File: src/rtl/axi4_mem_master_if.sv
// AXI4 read/write channel bundle between axi4_mem_master and the mem controller.
interface axi4_mem_master_if #(
   parameter int unsigned ADDR_WIDTH = 32,
   parameter int unsigned DATA_WIDTH = 32
);
   logic [ADDR_WIDTH-1:0] axi_araddr;
   logic                  axi_arvalid;
   logic                  axi_arready;
   logic [DATA_WIDTH-1:0] axi_rdata;
   logic                  axi_rlast;
   logic                  axi_rvalid;
   logic                  axi_rready;
   logic [ADDR_WIDTH-1:0] axi_awaddr;
   logic                  axi_awvalid;
   logic                  axi_awready;
   logic [DATA_WIDTH-1:0] axi_wdata;
   logic                  axi_wlast;
   logic                  axi_wvalid;
   logic                  axi_wready;
   logic                  axi_bresp;
   logic                  axi_bvalid;
   logic                  axi_bready;

   modport master (
      output axi_araddr, axi_arvalid, axi_rready,
      output axi_awaddr, axi_awvalid, axi_wdata, axi_wlast, axi_wvalid, axi_bready,
      input  axi_arready, axi_rdata, axi_rlast, axi_rvalid,
      input  axi_awready, axi_wready, axi_bresp, axi_bvalid
   );

   modport slave (
      input  axi_araddr, axi_arvalid, axi_rready,
      input  axi_awaddr, axi_awvalid, axi_wdata, axi_wlast, axi_wvalid, axi_bready,
      output axi_arready, axi_rdata, axi_rlast, axi_rvalid,
      output axi_awready, axi_wready, axi_bresp, axi_bvalid
   );
endinterface

File: src/rtl/axi4_mem_master.sv
// axi4_mem_master: single-outstanding AXI4 master turning each core request into one
// single-beat AXI read (AR, R) or write (AW+W, B) and returning one response pulse.
// Optional watchdog: define AXI_MASTER_TIMEOUT_EN to abort any channel wait lasting
// TIMEOUT_CYCLES cycles with an error response (drops valids without handshake).
module axi4_mem_master #(
   parameter int unsigned ADDR_WIDTH     = 32,
   parameter int unsigned DATA_WIDTH     = 32,
   parameter int unsigned TIMEOUT_CYCLES = 256
) (
   input  logic                  axi_clk,
   input  logic                  axi_resetn,
   input  logic                  core_req_valid,
   output logic                  core_req_ready,
   input  logic                  core_req_we,
   input  logic [ADDR_WIDTH-1:0] core_req_addr,
   input  logic [DATA_WIDTH-1:0] core_req_wdata,
   output logic                  core_resp_valid,
   output logic [DATA_WIDTH-1:0] core_resp_rdata,
   output logic                  core_resp_err,
   axi4_mem_master_if.master     axi
);

   typedef enum logic [2:0] {
      IDLE,
      RD_ADDR,
      RD_DATA,
      WR_ADDR_DATA,
      WR_RESP
   } state_t;

   state_t state;

   logic ar_hs_c;
   logic r_hs_c;
   logic wr_done_c;
   logic b_hs_c;
   logic tmo_hit_c;
   logic unused_c;

   assign ar_hs_c   = axi.axi_arvalid & axi.axi_arready;
   assign r_hs_c    = axi.axi_rvalid & axi.axi_rready;
   // AW and W are each done once their valid is low or handshaking this edge
   assign wr_done_c = (~axi.axi_awvalid | axi.axi_awready) & (~axi.axi_wvalid | axi.axi_wready);
   assign b_hs_c    = axi.axi_bvalid & axi.axi_bready;

   // Single-beat transfers only, so rlast carries no information
   assign unused_c  = axi.axi_rlast;

`ifdef AXI_MASTER_TIMEOUT_EN
   localparam int unsigned TMO_W = $clog2(TIMEOUT_CYCLES + 1);

   logic [TMO_W-1:0] tmo_cnt;
   logic             leave_c;

   assign leave_c = ((state == RD_ADDR)      && ar_hs_c)   ||
                    ((state == RD_DATA)      && r_hs_c)    ||
                    ((state == WR_ADDR_DATA) && wr_done_c) ||
                    ((state == WR_RESP)      && b_hs_c);

   // Watchdog: cleared on every state entry, counts cycles spent waiting on a channel
   always_ff @(posedge axi_clk) begin
      if (!axi_resetn || (state == IDLE) || leave_c) begin
         tmo_cnt <= '0;
      end else begin
         tmo_cnt <= tmo_cnt + TMO_W'(1);
      end
   end

   assign tmo_hit_c = (state != IDLE) && !leave_c &&
                      (tmo_cnt == TMO_W'(TIMEOUT_CYCLES - 1));
`else
   logic [31:0] unused_tmo_c;

   assign unused_tmo_c = 32'(TIMEOUT_CYCLES);
   assign tmo_hit_c    = 1'b0;
`endif

   // Transaction FSM; every core and AXI output is a register updated here
   always_ff @(posedge axi_clk) begin
      if (!axi_resetn) begin
         state           <= IDLE;
         core_req_ready  <= 1'b0;
         core_resp_valid <= 1'b0;
         core_resp_rdata <= '0;
         core_resp_err   <= 1'b0;
         axi.axi_araddr  <= '0;
         axi.axi_arvalid <= 1'b0;
         axi.axi_rready  <= 1'b0;
         axi.axi_awaddr  <= '0;
         axi.axi_awvalid <= 1'b0;
         axi.axi_wdata   <= '0;
         axi.axi_wlast   <= 1'b0;
         axi.axi_wvalid  <= 1'b0;
         axi.axi_bready  <= 1'b0;
      end else begin
         core_resp_valid <= 1'b0;
         if (tmo_hit_c) begin
            axi.axi_arvalid <= 1'b0;
            axi.axi_rready  <= 1'b0;
            axi.axi_awvalid <= 1'b0;
            axi.axi_wvalid  <= 1'b0;
            axi.axi_wlast   <= 1'b0;
            axi.axi_bready  <= 1'b0;
            core_resp_valid <= 1'b1;
            core_resp_err   <= 1'b1;
            core_resp_rdata <= '0;
            core_req_ready  <= 1'b1;
            state           <= IDLE;
         end else begin
            case (state)
               IDLE: begin
                  if (core_req_valid && core_req_ready) begin
                     core_req_ready <= 1'b0;
                     if (core_req_we) begin
                        axi.axi_awaddr  <= core_req_addr;
                        axi.axi_wdata   <= core_req_wdata;
                        axi.axi_awvalid <= 1'b1;
                        axi.axi_wvalid  <= 1'b1;
                        axi.axi_wlast   <= 1'b1;
                        state           <= WR_ADDR_DATA;
                     end else begin
                        axi.axi_araddr  <= core_req_addr;
                        axi.axi_arvalid <= 1'b1;
                        state           <= RD_ADDR;
                     end
                  end else begin
                     core_req_ready <= 1'b1;
                  end
               end
               RD_ADDR: begin
                  if (ar_hs_c) begin
                     axi.axi_arvalid <= 1'b0;
                     axi.axi_rready  <= 1'b1;
                     state           <= RD_DATA;
                  end
               end
               RD_DATA: begin
                  if (r_hs_c) begin
                     axi.axi_rready  <= 1'b0;
                     core_resp_rdata <= axi.axi_rdata;
                     core_resp_valid <= 1'b1;
                     core_resp_err   <= 1'b0;
                     core_req_ready  <= 1'b1;
                     state           <= IDLE;
                  end
               end
               WR_ADDR_DATA: begin
                  if (axi.axi_awvalid && axi.axi_awready) begin
                     axi.axi_awvalid <= 1'b0;
                  end
                  if (axi.axi_wvalid && axi.axi_wready) begin
                     axi.axi_wvalid <= 1'b0;
                     axi.axi_wlast  <= 1'b0;
                  end
                  if (wr_done_c) begin
                     axi.axi_bready <= 1'b1;
                     state          <= WR_RESP;
                  end
               end
               WR_RESP: begin
                  if (b_hs_c) begin
                     axi.axi_bready  <= 1'b0;
                     core_resp_valid <= 1'b1;
                     core_resp_err   <= axi.axi_bresp;
                     core_resp_rdata <= '0;
                     core_req_ready  <= 1'b1;
                     state           <= IDLE;
                  end
               end
               default: begin
                  state <= IDLE;
               end
            endcase
         end
      end
   end

endmodule
File: src/flat_wrapper.sv
// flat-port wrapper written by rule: the top's interface ports become plain ports
module axi4_mem_master_flat 
#(
   parameter int unsigned ADDR_WIDTH     = 32,
   parameter int unsigned DATA_WIDTH     = 32,
   parameter int unsigned TIMEOUT_CYCLES = 256
)
  (axi_clk, axi_resetn, core_req_valid, core_req_ready, core_req_we, core_req_addr, core_req_wdata, core_resp_valid, core_resp_rdata, core_resp_err, axi_axi_araddr, axi_axi_arvalid, axi_axi_rready, axi_axi_awaddr, axi_axi_awvalid, axi_axi_wdata, axi_axi_wlast, axi_axi_wvalid, axi_axi_bready, axi_axi_arready, axi_axi_rdata, axi_axi_rlast, axi_axi_rvalid, axi_axi_awready, axi_axi_wready, axi_axi_bresp, axi_axi_bvalid);
  axi4_mem_master_if #(.ADDR_WIDTH(ADDR_WIDTH), .DATA_WIDTH(DATA_WIDTH)) axi_i ();
  input  logic axi_clk;
  input  logic axi_resetn;
  input  logic core_req_valid;
  output logic core_req_ready;
  input  logic core_req_we;
  input  logic [ADDR_WIDTH-1:0] core_req_addr;
  input  logic [DATA_WIDTH-1:0] core_req_wdata;
  output logic core_resp_valid;
  output logic [DATA_WIDTH-1:0] core_resp_rdata;
  output logic core_resp_err;
  output wire logic [$bits(axi_i.axi_araddr)-1:0] axi_axi_araddr;
  output wire logic [$bits(axi_i.axi_arvalid)-1:0] axi_axi_arvalid;
  output wire logic [$bits(axi_i.axi_rready)-1:0] axi_axi_rready;
  output wire logic [$bits(axi_i.axi_awaddr)-1:0] axi_axi_awaddr;
  output wire logic [$bits(axi_i.axi_awvalid)-1:0] axi_axi_awvalid;
  output wire logic [$bits(axi_i.axi_wdata)-1:0] axi_axi_wdata;
  output wire logic [$bits(axi_i.axi_wlast)-1:0] axi_axi_wlast;
  output wire logic [$bits(axi_i.axi_wvalid)-1:0] axi_axi_wvalid;
  output wire logic [$bits(axi_i.axi_bready)-1:0] axi_axi_bready;
  input wire logic [$bits(axi_i.axi_arready)-1:0] axi_axi_arready;
  input wire logic [$bits(axi_i.axi_rdata)-1:0] axi_axi_rdata;
  input wire logic [$bits(axi_i.axi_rlast)-1:0] axi_axi_rlast;
  input wire logic [$bits(axi_i.axi_rvalid)-1:0] axi_axi_rvalid;
  input wire logic [$bits(axi_i.axi_awready)-1:0] axi_axi_awready;
  input wire logic [$bits(axi_i.axi_wready)-1:0] axi_axi_wready;
  input wire logic [$bits(axi_i.axi_bresp)-1:0] axi_axi_bresp;
  input wire logic [$bits(axi_i.axi_bvalid)-1:0] axi_axi_bvalid;
  assign axi_axi_araddr = axi_i.axi_araddr;
  assign axi_axi_arvalid = axi_i.axi_arvalid;
  assign axi_axi_rready = axi_i.axi_rready;
  assign axi_axi_awaddr = axi_i.axi_awaddr;
  assign axi_axi_awvalid = axi_i.axi_awvalid;
  assign axi_axi_wdata = axi_i.axi_wdata;
  assign axi_axi_wlast = axi_i.axi_wlast;
  assign axi_axi_wvalid = axi_i.axi_wvalid;
  assign axi_axi_bready = axi_i.axi_bready;
  assign axi_i.axi_arready = axi_axi_arready;
  assign axi_i.axi_rdata = axi_axi_rdata;
  assign axi_i.axi_rlast = axi_axi_rlast;
  assign axi_i.axi_rvalid = axi_axi_rvalid;
  assign axi_i.axi_awready = axi_axi_awready;
  assign axi_i.axi_wready = axi_axi_wready;
  assign axi_i.axi_bresp = axi_axi_bresp;
  assign axi_i.axi_bvalid = axi_axi_bvalid;
  axi4_mem_master #(.ADDR_WIDTH(ADDR_WIDTH), .DATA_WIDTH(DATA_WIDTH), .TIMEOUT_CYCLES(TIMEOUT_CYCLES)) u_core (.axi_clk(axi_clk), .axi_resetn(axi_resetn), .core_req_valid(core_req_valid), .core_req_ready(core_req_ready), .core_req_we(core_req_we), .core_req_addr(core_req_addr), .core_req_wdata(core_req_wdata), .core_resp_valid(core_resp_valid), .core_resp_rdata(core_resp_rdata), .core_resp_err(core_resp_err), .axi(axi_i));
endmodule
File: config.mk
export PLATFORM = sky130hd
export DESIGN_NAME = axi4_mem_master_flat
export DESIGN_NICKNAME = d
export VERILOG_FILES = /design/src/rtl/axi4_mem_master_if.sv /design/src/rtl/axi4_mem_master.sv /design/src/flat_wrapper.sv
export SDC_FILE = /design/constraint.sdc
export NUM_CORES = 1
export LEC_CHECK = 0
export BUFFER_PORTS_ARGS = -buffer_cell sky130_fd_sc_hd__buf_2
export CORE_UTILIZATION = 50
export DETAILED_ROUTE_END_ITERATION = 8
export GPL_TIMING_DRIVEN = 1
export PLACE_DENSITY = 0.85
export RECOVER_POWER = 100
export SYNTH_ARGS = -nofsm -noshare
export SYNTH_HDL_FRONTEND = slang
export SYNTH_SLANG_ARGS = --single-unit
File: constraint.sdc
create_clock -name axi_clk -period 3.4 [get_ports axi_clk]
set_input_delay 0.17 -clock axi_clk [delete_from_list [all_inputs] [get_ports axi_clk]]
set_output_delay 0.17 -clock axi_clk [all_outputs]
set_load 0.01 [all_outputs]
==> results by group <==
Outcome
  • Status: finished, violations left
  • Violated checks: capacitance limit, slew limit

Logic synthesis
  • Post-synth EDFFs: 0
  • Cell taking the most area after synthesis: dfxtp_1
  • Synth Warn #: 0
  • Synth top area share: 0.538
  • Mapped Area: 0.00517 mm²
  • Post-synth top cells: nand2_1 (237), dfxtp_1 (139), a21oi_1 (134), nand4b_1 (32), clkbuf_1 (25)
  • Gate Count Post-Synth: 628
  • Synth cell types: 31
  • Register area share after synthesis: 0.538
  • Synth area leaders: dfxtp_1 (54%), nand2_1 (17%), a21oi_1 (13%)
  • Predominant post-synthesis flop cell: dfxtp_1
  • Asr flop ratio synth: 0
  • Most numerous cell in the Yosys netlist: nand2_1
  • Yosys reg bits: 139
  • Syn nets: 735
  • Average size of a mapped cell: 8.23 µm²

STA
  • Worst slew pin tran: around 1.6 ns
  • Min Tclk post-route: 2.71 ns
  • Clk_skew: 0.0121 ns
  • Final Cycle Share: 0.798
  • Max-slew violations: about 70
  • Relative slew slack: -0.0718
  • Unrepaired setup endpoints after global routing: no
  • Final Hold Vio Count: 0
  • Final setup TNS: 0 ns
  • Fmax: 368 MHz
  • Final setup fails: 0

Detailed routing
  • DR iter-0 viols: 398
  • Wirelength, routed: 18.1 mm
  • Vias per cell: 5.38
  • M1 WL: 6.56 mm
  • DRC: 0
  • Post-DRT Antenna Nets: 0
  • Via count: between 5k and 6k
  • Highest metal used: met4
  • Wire per inst: approximately 17 µm
  • WL met3: about 1.5 mm
  • DR pass1 iterations: 5
  • Met2 WL: 9.16 mm

Power and ir drop
  • Final Power: 4.42 mW
  • Switching part of the total: 0.303
  • Comb power frac: 0.185
  • Leak pwr: around 2.8 nW
  • VDD IR max: approximately 0.4 mV
  • Clock power frac: 0.396
  • P per Cell Area: 571 mW/mm²
  • Seq pwr share: 0.418
  • Pint: 3.08 mW
  • Sw Pwr: 1.34 mW

Clocking
  • CTS Hold Bufs: roughly 100
  • Worst skew pair latency: 0.51 ns
  • H-tree levels: 4
  • CTS Sinks: 139
  • CTS tree: yes
  • Post-CTS setup buffers: 0
  • CTS root buf: clkbuf_8
  • Clock buffer count from CTS: 17
  • CTS-repair resized insts: 0
  • Clock-pin slew on the worst setup and hold paths: 0.06 ns
  • Clk buf depth: 2

Run
  • # Max-Cap Violations: 2

Global routing
  • Total grt overflow: 0
  • Initial antenna violation count: 0
  • First-pass GRT wire length: 28.3 mm
  • Largest net degree at the start of global routing: 71
  • Number of global-route vias before repair: 5,806
  • Global Route Usage Sum: 0.326

Critical path
  • Worst path required time: 3.82 ns
  • Worst setup EP type: flop
  • R2r endpoint: u_core.axi.axi_araddr[1]
  • CP max FO: 33
  • Critical Path AT: 3.13 ns
  • CP Launch Point: u_core.state[2]
  • Worst Setup EP: u_core.axi.axi_araddr[1]
  • Worst Path Class, Setup: reg2reg
  • FF-to-FF Start: u_core.state[2]
  • Reg2reg setup slack: 0.69 ns
  • Worst r2r path cells: 5
  • Startpoint Class: flop

Placed design
  • Dpl hpwl: 9.10 mm
  • RePlAce Congestion: 0.822
  • I/O Buffers: 242

Floorplanning
  • DIE WIDTH: 104 µm
  • Num rows: 36
  • Full die area: between 0.01 and 0.015 mm²
  • Starting density of the core: 0.522
  • Core area: about 0.01 mm²
  • Die Y: 104 µm
  • I/O Pins: 244

Layout
  • Area of the multi-input gates: 0.00209 mm²
  • Synthesis-to-layout area growth: 49.7%
  • # fillers: 681
  • Sequential Area: 0.00278 mm²
  • Nets: 1,053
  • Ratio of cells with drive above 1 in the final layout: 0.157

Min path
  • Min-Delay Path Class: in2reg
==> final cells by class <==
cell class                 count  area share
antenna                        1    0.000323
clock buffer                  19      0.0558
clock inverter                13      0.0171
inverter                       2     0.00129
multi-input combinational    434       0.270
sequential                   139       0.360
tap                          133      0.0215
timing repair buffer         352       0.275
==> layout by cell type, fill, tap and decap left out, types with 4 or more instances in the layout <==
cell / count
buf_2: 106
inv_6: 5
nor2_1: 5
dlygate4sd3_1: 102
clkbuf_16: 16
dfxtp_1: 139
nand4b_1: 32
clkbuf_1: 139
nand2_1: 237
a21oi_1: 134
clkinvlp_4: 4
buf_4: 4
==> stage by stage <==
stage	cell area [µm²]	utilization	setup slack, ns	cells	hold slack (ns)
floorplan	5170	-	1.76	628	0.303
global placement	6350	0.640	1.16	958	0.411
detailed placement	6350	0.640	1.14	958	0.417
CTS	7930	0.800	1.13	1092	0.00478
global route	7730	0.781	0.548	1092	0.0572
finish	7740	0.781	0.686	1093	0.0561
==> per-layer routing <==
metal | GRT usage | vias up
met2 | 0.582 | 342
met3 | 0.101 | 78
met5 | 0 | -
met4 | 0.187 | 0
li1 | - | 2726
met1 | 0.338 | 2739
==> flip-flops by register name, indices dropped and copies added, names as in the netlist <==
name,cells
u_core.core_resp_err,1
u_core.core_resp_valid,1
u_core.core_resp_rdata,32
u_core.core_req_ready,1
u_core.axi.axi_bready,1
u_core.axi.axi_awvalid,1
u_core.axi.axi_wdata,32
u_core.axi.axi_rready,1
u_core.state,3
u_core.axi.axi_araddr,32
u_core.axi.axi_arvalid,1
u_core.axi.axi_awaddr,32
u_core.axi.axi_wlast,1
==> worst max-delay path, stage by stage, from the launching register on <==
cell and delay (ns):
dfxtp_1 0.38, or3_1 0.47, nor3_4 0.12, clkbuf_1 1.15, nand2_1 0.28, a21oi_1 0.23
==> logic make-up after synthesis <==
| family | share of synthesized area |
|---|---|
| flip-flops | 0.538 |
| AO/OA/AOI/OAI | 0.141 |
| multiplexers | 0.00411 |
| AND/OR/NAND/NOR | 0.256 |
| buffers and inverters | 0.0605 |
==> power by group through the flow <==
stage / sequential [mW] / combinational, mW / clock [mW]
floorplan: 1.90 / 0.454 / 0
global placement: 1.87 / 0.724 / 0
detailed placement: 1.87 / 0.733 / 0
CTS: 1.84 / 0.827 / 1.76
global route: 1.86 / 0.883 / 1.85
finish: 1.85 / 0.819 / 1.75
==> how the worst min path moves through the flow <==
stage / slack (ns) / depth (start not counted) / end / from
finish: 0.06 / 4 / u_core.axi.axi_bready / axi_axi_bvalid
global route: 0.06 / 3 / u_core.axi.axi_arvalid / axi_axi_arready
CTS: 0.005 / 4 / u_core.state[2] / axi_axi_bvalid
detailed placement: 0.42 / 3 / u_core.axi.axi_wdata[25] / core_req_wdata[25]
global placement: 0.41 / 3 / u_core.axi.axi_wdata[18] / core_req_wdata[18]
floorplan: 0.30 / 1 / u_core.axi.axi_arvalid / axi_resetn
Power figures use the tool's default switching activity.
